<file path="src/rtl/combo_lock_ctrl.sv">
// Keypad combination lock sequencer: collects digits from key presses, checks them
// against a stored code, and handles code change, error hold-off and timed lockout.
module combo_lock_ctrl #(
  parameter int                      N_DIGITS       = 4,
  parameter logic [4*N_DIGITS-1:0]   DEFAULT_CODE   = 16'h1234,
  parameter int                      MAX_FAILS      = 3,
  parameter int                      ERR_CYCLES     = 25000000,
  parameter int                      LOCKOUT_CYCLES = 500000000
) (
  input  logic                              clk,
  input  logic                              rst,
  input  logic [3:0]                        key_code,
  input  logic                              key_valid,
  output logic                              unlocked,
  output logic                              error,
  output logic                              lockout,
  output logic [$clog2(MAX_FAILS+1)-1:0]    fail_count,
  output logic [$clog2(N_DIGITS+1)-1:0]     digit_count,
  output logic [4*N_DIGITS-1:0]             entry,
  output logic [2:0]                        state
);

  localparam int EW      = 4 * N_DIGITS;
  localparam int FCW     = $clog2(MAX_FAILS + 1);
  localparam int DCW     = $clog2(N_DIGITS + 1);
  localparam int MAX_CYC = (ERR_CYCLES > LOCKOUT_CYCLES) ? ERR_CYCLES : LOCKOUT_CYCLES;
  localparam int TW      = (MAX_CYC > 1) ? $clog2(MAX_CYC) : 1;

  localparam logic [TW-1:0]  ERR_LOAD  = TW'(ERR_CYCLES - 1);
  localparam logic [TW-1:0]  LOCK_LOAD = TW'(LOCKOUT_CYCLES - 1);
  localparam logic [FCW-1:0] FC_MAX    = FCW'(MAX_FAILS);
  localparam logic [DCW-1:0] DC_FULL   = DCW'(N_DIGITS);

  typedef enum logic [2:0] {
    S_LOCKED  = 3'd0,
    S_OPEN    = 3'd1,
    S_SET     = 3'd2,
    S_ERROR   = 3'd3,
    S_LOCKOUT = 3'd4
  } state_t;

  state_t         r_state, w_state_nx;
  logic [EW-1:0]  r_code, w_code_nx;
  logic [EW-1:0]  r_entry, w_entry_nx;
  logic [DCW-1:0] r_digit_count, w_dc_nx;
  logic [FCW-1:0] r_fail_count, w_fc_nx;
  logic [TW-1:0]  r_timer, w_timer_nx;
  logic           r_key_valid_q;

  logic           w_press;
  logic           w_is_digit;
  logic           w_full;
  logic [FCW-1:0] w_fail_inc;

  // A press is the rising edge of key_valid, so a held key yields one event only.
  assign w_press    = key_valid & ~r_key_valid_q;
  assign w_is_digit = (key_code <= 4'd9);
  assign w_full     = (r_digit_count == DC_FULL);
  assign w_fail_inc = (r_fail_count == FC_MAX) ? FC_MAX : r_fail_count + 1'b1;

  // NOTE: every next-value signal gets its hold value first, so no path infers a latch.
  always_comb begin
    w_state_nx = r_state;
    w_code_nx  = r_code;
    w_entry_nx = r_entry;
    w_dc_nx    = r_digit_count;
    w_fc_nx    = r_fail_count;
    w_timer_nx = r_timer;
    case (r_state)
      S_LOCKED, S_SET: begin
        if (w_press) begin
          if (w_is_digit) begin
            if (!w_full) begin
              w_entry_nx = (r_entry << 4) | EW'(key_code);
              w_dc_nx    = r_digit_count + 1'b1;
            end
          end else if (key_code == 4'hB) begin
            w_entry_nx = '0;
            w_dc_nx    = '0;
          end else if (key_code == 4'hA) begin
            if (r_state == S_LOCKED) begin
              w_entry_nx = '0;
              w_dc_nx    = '0;
              if (w_full && r_entry == r_code) begin
                w_state_nx = S_OPEN;
                w_fc_nx    = '0;
              end else begin
                w_fc_nx = w_fail_inc;
                if (w_fail_inc == FC_MAX) begin
                  w_state_nx = S_LOCKOUT;
                  w_timer_nx = LOCK_LOAD;
                end else begin
                  w_state_nx = S_ERROR;
                  w_timer_nx = ERR_LOAD;
                end
              end
            end else if (w_full) begin
              w_code_nx  = r_entry;
              w_entry_nx = '0;
              w_dc_nx    = '0;
              w_state_nx = S_OPEN;
            end
          end else if (key_code == 4'hF && r_state == S_SET) begin
            w_entry_nx = '0;
            w_dc_nx    = '0;
            w_state_nx = S_OPEN;
          end
        end
      end
      S_OPEN: begin
        if (w_press && (key_code == 4'hF || key_code == 4'hC)) begin
          w_entry_nx = '0;
          w_dc_nx    = '0;
          w_state_nx = (key_code == 4'hF) ? S_LOCKED : S_SET;
        end
      end
      S_ERROR: begin
        if (r_timer == '0) w_state_nx = S_LOCKED;
        else               w_timer_nx = r_timer - 1'b1;
      end
      S_LOCKOUT: begin
        if (r_timer == '0) begin
          w_state_nx = S_LOCKED;
          w_fc_nx    = '0;
        end else begin
          w_timer_nx = r_timer - 1'b1;
        end
      end
      default: w_state_nx = S_LOCKED;
    endcase
  end

  always_ff @(posedge clk or posedge rst) begin
    if (rst) begin
      r_state       <= S_LOCKED;
      r_code        <= DEFAULT_CODE;
      r_entry       <= '0;
      r_digit_count <= '0;
      r_fail_count  <= '0;
      r_timer       <= '0;
      r_key_valid_q <= 1'b0;
    end else begin
      r_state       <= w_state_nx;
      r_code        <= w_code_nx;
      r_entry       <= w_entry_nx;
      r_digit_count <= w_dc_nx;
      r_fail_count  <= w_fc_nx;
      r_timer       <= w_timer_nx;
      r_key_valid_q <= key_valid;
    end
  end

  assign unlocked    = (r_state == S_OPEN) || (r_state == S_SET);
  assign error       = (r_state == S_ERROR);
  assign lockout     = (r_state == S_LOCKOUT);
  assign fail_count  = r_fail_count;
  assign digit_count = r_digit_count;
  assign entry       = r_entry;
  assign state       = r_state;

endmodule
</file>
<file path="config.mk">
export PLATFORM = sky130hd
export DESIGN_NAME = combo_lock_ctrl
export DESIGN_NICKNAME = d
export VERILOG_FILES = /design/src/rtl/combo_lock_ctrl.sv
export SDC_FILE = /design/constraint.sdc
export NUM_CORES = 1
export LEC_CHECK = 0
export ABC_CLOCK_PERIOD_IN_PS = 2900
export BUFFER_PORTS_ARGS = -buffer_cell sky130_fd_sc_hd__buf_2
export CORE_ASPECT_RATIO = 1.25
export CORE_MARGIN = 10
export CORE_UTILIZATION = 45
export DETAILED_ROUTE_END_ITERATION = 7
export PLACE_DENSITY = 0.61
export RECOVER_POWER = 100
export SYNTH_ARGS = -nofsm -noshare
export SYNTH_HDL_FRONTEND = slang
export SYNTH_SLANG_ARGS = --single-unit
</file>
<file path="constraint.sdc">
create_clock -name clk -period 2.9 [get_ports clk]
set_input_delay 0.58 -clock clk [delete_from_list [all_inputs] [get_ports clk]]
set_output_delay 0.58 -clock clk [all_outputs]
set_load 0.01 [all_outputs]
</file>
# --- Word level (Yosys, flattened, before mapping) ---
# Cells that the tools add are included.
totals:
  ff_bits: 70
  inputBits: 7
  output_inout_bits: 27
  elab_cells: 112
op_classes:
  addsub: 3
  magnitude_cmp: 1
  eq_ne: 27
  n_mux: 51
  bitwise_logic: 6
  n_reduce_logical: 17
ops:
  columns: ["cell", "n"]
  rows:
  - ["2-to-1 mux 29 bit", 8]
  - ["2-to-1 mux 16 bit", 9]
  - ["2-to-1 mux 3 bit", 20]
  - ["case mux 29 bit (2 select lines)", 1]
  - ["case mux 16 bit (2 select lines)", 1]
  - ["zero test 29 bit", 1]
  - ["subtractor 29 x 1 -> 29 bit, second input constant", 1]
  - ["AND reduction 7 bit", 3]
  - ["2-to-1 mux 2 bit", 9]
  - ["equality test 16 bit", 1]
  - ["equality test 4 bit, second input constant", 4]
  - ["inequality test 2 bit, second input constant", 8]
  - ["bitwise OR 16 x 4 -> 16 bit", 1]
  - ["case mux 3 bit (3 select lines)", 1]
  - ["AND reduction 8 bit", 1]
  - ["equality test 3 x 2 -> 1 bit, second input constant", 2]
  - ["equality test 3 bit, second input constant", 2]
  - ["inequality test 3 bit, second input constant", 2]
  - ["inequality test 6 bit, second input constant", 1]
  - ["case mux 3 bit (2 select lines)", 1]
  - ["AND reduction 6 bit", 1]
  - ["nonzero test 2 bit", 3]
  - ["inequality test 5 bit, second input constant", 1]
  - ["equality test 2 bit, second input constant", 2]
  - ["13 further kinds", 21]

# --- Depth between registers and ports, before layout ---
logic_depth:
  depth_word: 11
  ltp_mapped: 10
  mapped_depth_nobuf: 8

# --- Worst setup path after synthesis ---
# OpenSTA, ideal clock, no wires.
synth_timing:
  path_kind: "register to register"
  from: "register r_timer[12]"
  to: "register r_timer[28]"
  t_arrival_ns: 2.374
  required_time_ns: 2.774
  path_slack_ns: 0.400
  path_stages_with_launch: 6
  path_cell_list: "dfrtp_1 -> or4_4 -> or4_4 -> or3_4 -> nor4b_1 -> o32a_1"
synth_between:
  elab_chain_cells: 3
synth_lines:
  columns: ["element", "line", "text"]
  rows:
  - ["start: declaration", "47", "logic [TW-1:0] r_timer, w_timer_nx;"]
  - ["start signal: assignment", "148", "r_timer <= w_timer_nx;"]
  - ["subtractor 29 x 1 -> 29 bit / zero test 29 bit (equally long branches)", null, null]
  - ["2-to-1 mux 29 bit / inequality test 2 bit (equally long branches)", null, null]
  - ["case mux 29 bit (2 select lines) / AND reduction 8 bit (equally long branches)", null, null]
# Several ways; a longest one is shown, not always the timed one. The select of a mux whose other input is x is not followed.
# A chain may end at the register's enable or synchronous reset.

# --- Final worst setup path ---
layout_timing:
  from: "register r_timer[12]"
  to: "register r_timer[5]"
layout_between:
  elab_chain_cells: 3
layout_lines:
  columns: ["element", "line"]
  rows:
  - ["zero test 29 bit", "118, 122"]
  - ["inequality test 2 bit (no line)", null]
  - ["AND reduction 8 bit (no line)", null]
# No other way between the ends.

==> flow_summary_export.csv <==
group,metric,value,unit
logic_synthesis,synthCells,354,
cts,post_cts.repair.setup_buffers,0,
logic_synthesis,yosysSeqAreaShare,48.4,%
grt,grt_antenna_before_repair,0,
cts,clkLatencyLatePin,0.37,ns
logic_synthesis,yosysWarnings,0,
run_status,outcome,"complete, no violations",
cts,htreeDepth,3,
place,io_buffers,33,
timing,hold_viol,0,
place,routabilityCongestion,0.810,
setup_path,path_common_cell,"or4_4",
grt,grt_max_degree,40,
floorplanning,row_count,36,
route,routed_wl,8.47,mm
route,dr.pass1.iters,4,
floorplanning,die_x,100,microns
setup_path,cp.required,3.15,ns
setup_path,path_class,"reg2reg",
setup_path,cp_cell_sequence,"or4_4 -> or4_4 -> o31ai_4 -> buf_4 -> or3_1 -> xor2_1 -> nand2_1",
logic_synthesis,synth_cell_types,54,
logic_synthesis,ys_ff_latch,70,
run,max_cap_violations,0,
timing,fin_crit_sh,93.0,%
power_and_ir_drop,power_frac_comb,29.5,%
setup_path,max_stage_delay,0.58,ns
setup_path,crit_slowest_cell,"or4_4",
route,wl_per_cell,17.0,microns
setup_path,cp-start-kind,"register",
power_and_ir_drop,switching_share,37.6,%
floorplanning,core_area,7840,sq um
finish,syn2layout_area_growth,13.4,%
grt,grt_usage,14.7,%
cts,cts_tree,"done",
power_and_ir_drop,p_int,2.18,mW
setup_path,ff2ff_setup_slack,0.20,ns
hold_path,hp-class,"in2async",
power_and_ir_drop,ir_drop,0.454,mV
logic_synthesis,netlist_area,3630,sq um
setup_path,ff2ff_path_depth,7,
setup_path,crit_arrival,2.95,ns
setup_path,crit_fanout,8,
setup_path,r2r-start,"r_timer[12]",
logic_synthesis,syn_nets,365,
cts,clock_sinks,70,
route,drc,0,
timing,relSlewSlack,11.0,%
timing,worst_clock_skew,0.0106,ns
timing,worst_pin_slew,1.34,ns
grt,grt_pass1_vias,2930,
route,avgViaCountPerCell,5.69,
power_and_ir_drop,pwr-share-clk,25.5,%
logic_synthesis,synth_ff_type,"dfrtp_1",
grt,grt_first_pass_wirelength,14.5,mm
timing,period_needed,2.70,ns
cts,cts_buffers,9,
cts,hold_buffers,0,
setup_path,end_kind,"register",
place,dp_hpwl,6.08,mm
grt,grt-ovfl-total,0,
cts,clockRootBuffer,"clkbuf_8",
power_and_ir_drop,switchingPower,1.31,mW
timing,rsz0062_at_grt,"false",
route,routed-via-count,2841,
cts,clk_path_buf_depth,2,
power_and_ir_drop,power_density,847,nW/um^2
floorplanning,die_h,120,microns
logic_synthesis,synth-edff-count,0,
power_and_ir_drop,seq_power_share,45.0,%
power_and_ir_drop,finalPower,3.49,mW
power_and_ir_drop,p_leak,1.71,nW
finish,fin_nets,410,
timing,setup_viol,0,
route,ant_nets,0,
floorplanning,dieArea,12100,sq um
floorplanning,io_pins,34,
route,drtIter0Drc,115,
logic_synthesis,async_reset_ff_share,100,%
cts,cts_resized,0,
timing,setup_tns,0,ns
cts,path_clk_slew,0.08,ns
finish,diodes,0,
finish,layout-drive-gt1-share,15.3,%
floorplanning,start_util,46.3,%
finish,fillCellCount,796,
setup_path,regToRegEndpoint,"r_timer[5]",
timing,max_freq,0.371,GHz
timing,maxSlewViolCount,0,
logic_synthesis,syn_area_per_cell,10.3,sq um
worst max path at each step:
stage	cells past startpoint	to	slack, ns	startpoint
CTS	7	r_timer[5]	0.20	r_timer[12]
detailed placement	5	r_timer[12]	0.23	r_timer[12]
floorplan	5	r_timer[28]	0.40	r_timer[12]
global route	5	r_timer[12]	0.08	r_timer[12]
finish	7	r_timer[5]	0.20	r_timer[12]
global placement	6	state[0]	0.27	r_timer[12]
registers in the layout, indices dropped and copies added (netlist names):
name and flops:
r_key_valid_q 1, fail_count 2, entry 16, state 3, r_code 16, digit_count 3, r_timer 29
stage by stage:
stage,area [sq um],worst slack (ns),std cells,hold slack [ns],util [%]
floorplan,3630,0.400,354,0.489,-
finish,4120,0.204,499,0.147,52.6
global route,4120,0.0834,499,0.176,52.6
detailed placement,3960,0.227,483,0.497,50.5
global placement,3960,0.269,483,0.488,50.5
CTS,4180,0.198,499,0.0968,53.3
cell usage after synthesis, types with 3 or more instances:
library cell / n / share of area [%]
dfrtp_1: 65 / 45
nand2_1: 34 / 3.5
nor2_1: 32 / 3.3
xor2_1: 18 / 4.3
mux2_2: 17 / 5.3
o21ai_0: 16 / 2.2
a22o_1: 15 / 3.6
xnor2_1: 15 / 3.6
a21oi_1: 14 / 1.9
nor3_1: 14 / 1.9
nor4_1: 10 / 1.7
inv_1: 9 / 0.93
a31oi_1: 8 / 1.4
clkbuf_1: 6 / 0.62
o22ai_1: 6 / 1.0
or3_1: 6 / 1.0
dfstp_2: 5 / 3.6
a2bb2oi_1: 4 / 0.96
ha_1: 4 / 1.4
nand3_1: 4 / 0.55
a41oi_1: 3 / 0.72
nor2b_1: 3 / 0.52
o32a_1: 3 / 0.83
or2_2: 3 / 0.52
or4_1: 3 / 0.62
placed cells by master, fill, tap and decap left out, drive strengths merged, types with 14 or more instances in the layout:
| master | netlist | layout |
|---|---|---|
| a21oi | 15 | 15 |
| a22o | 15 | 15 |
| clkbuf | 6 | 40 |
| dfrtp | 65 | 65 |
| mux2 | 17 | 17 |
| nand2 | 34 | 34 |
| nor2 | 32 | 32 |
| nor3 | 14 | 14 |
| o21ai | 17 | 17 |
| xnor2 | 15 | 15 |
| xor2 | 18 | 18 |
worst max-delay path: cells and delay by family, from the launching register on:
family,cells,cell delay (ns)
xor+xnor,1,0.15
buf+inv,1,0.23
flops,1,0.43
simple gates,4,1.34
compound gates,1,0.42
kinds of logic after synthesis:
logic type,count (synthesis),share of synthesized area (%)
AO/OA/AOI/OAI,82,16.3
XOR/XNOR,33,7.96
adder cells (fa/ha/maj),4,1.38
buffers and inverters,19,2.41
flip-flops,70,48.4
multiplexers,18,5.55
AND/OR/NAND/NOR,128,18.0
power by group through the flow:
stage | clock network [mW] | logic, mW | registers, mW
after floorplan | 0 | 0.690 | 1.55
after global placement | 0 | 1.07 | 1.57
after detailed placement | 0 | 1.09 | 1.58
after CTS | 0.910 | 1.10 | 1.57
after global routing | 0.951 | 1.15 | 1.63
final | 0.889 | 1.03 | 1.57
layout make-up:
type / instances / area [sq um] / share of cell area (%)
flip-flops and latches: 70 / 1760 / 42.7
repair buffers: 44 / 200 / 4.86
clock buffers: 9 / 124 / 3.01
clock inverters: 7 / 98.8 / 2.40
inverters: 9 / 33.8 / 0.820
multi-input cells: 265 / 1790 / 43.3
well taps: 95 / 119 / 2.89
routing by layer:
layer	track usage, %	part of all wire [%]	vias up	routed length, microns
met3	2.74	3.4	12	288
met2	24.6	51	57	4300
li1	-	-	1385	-
met4	7.35	2.0	0	169
met1	17.6	44	1387	3710
met5	0	0	-	0
No activity file was read; power rests on OpenSTA's default activity.
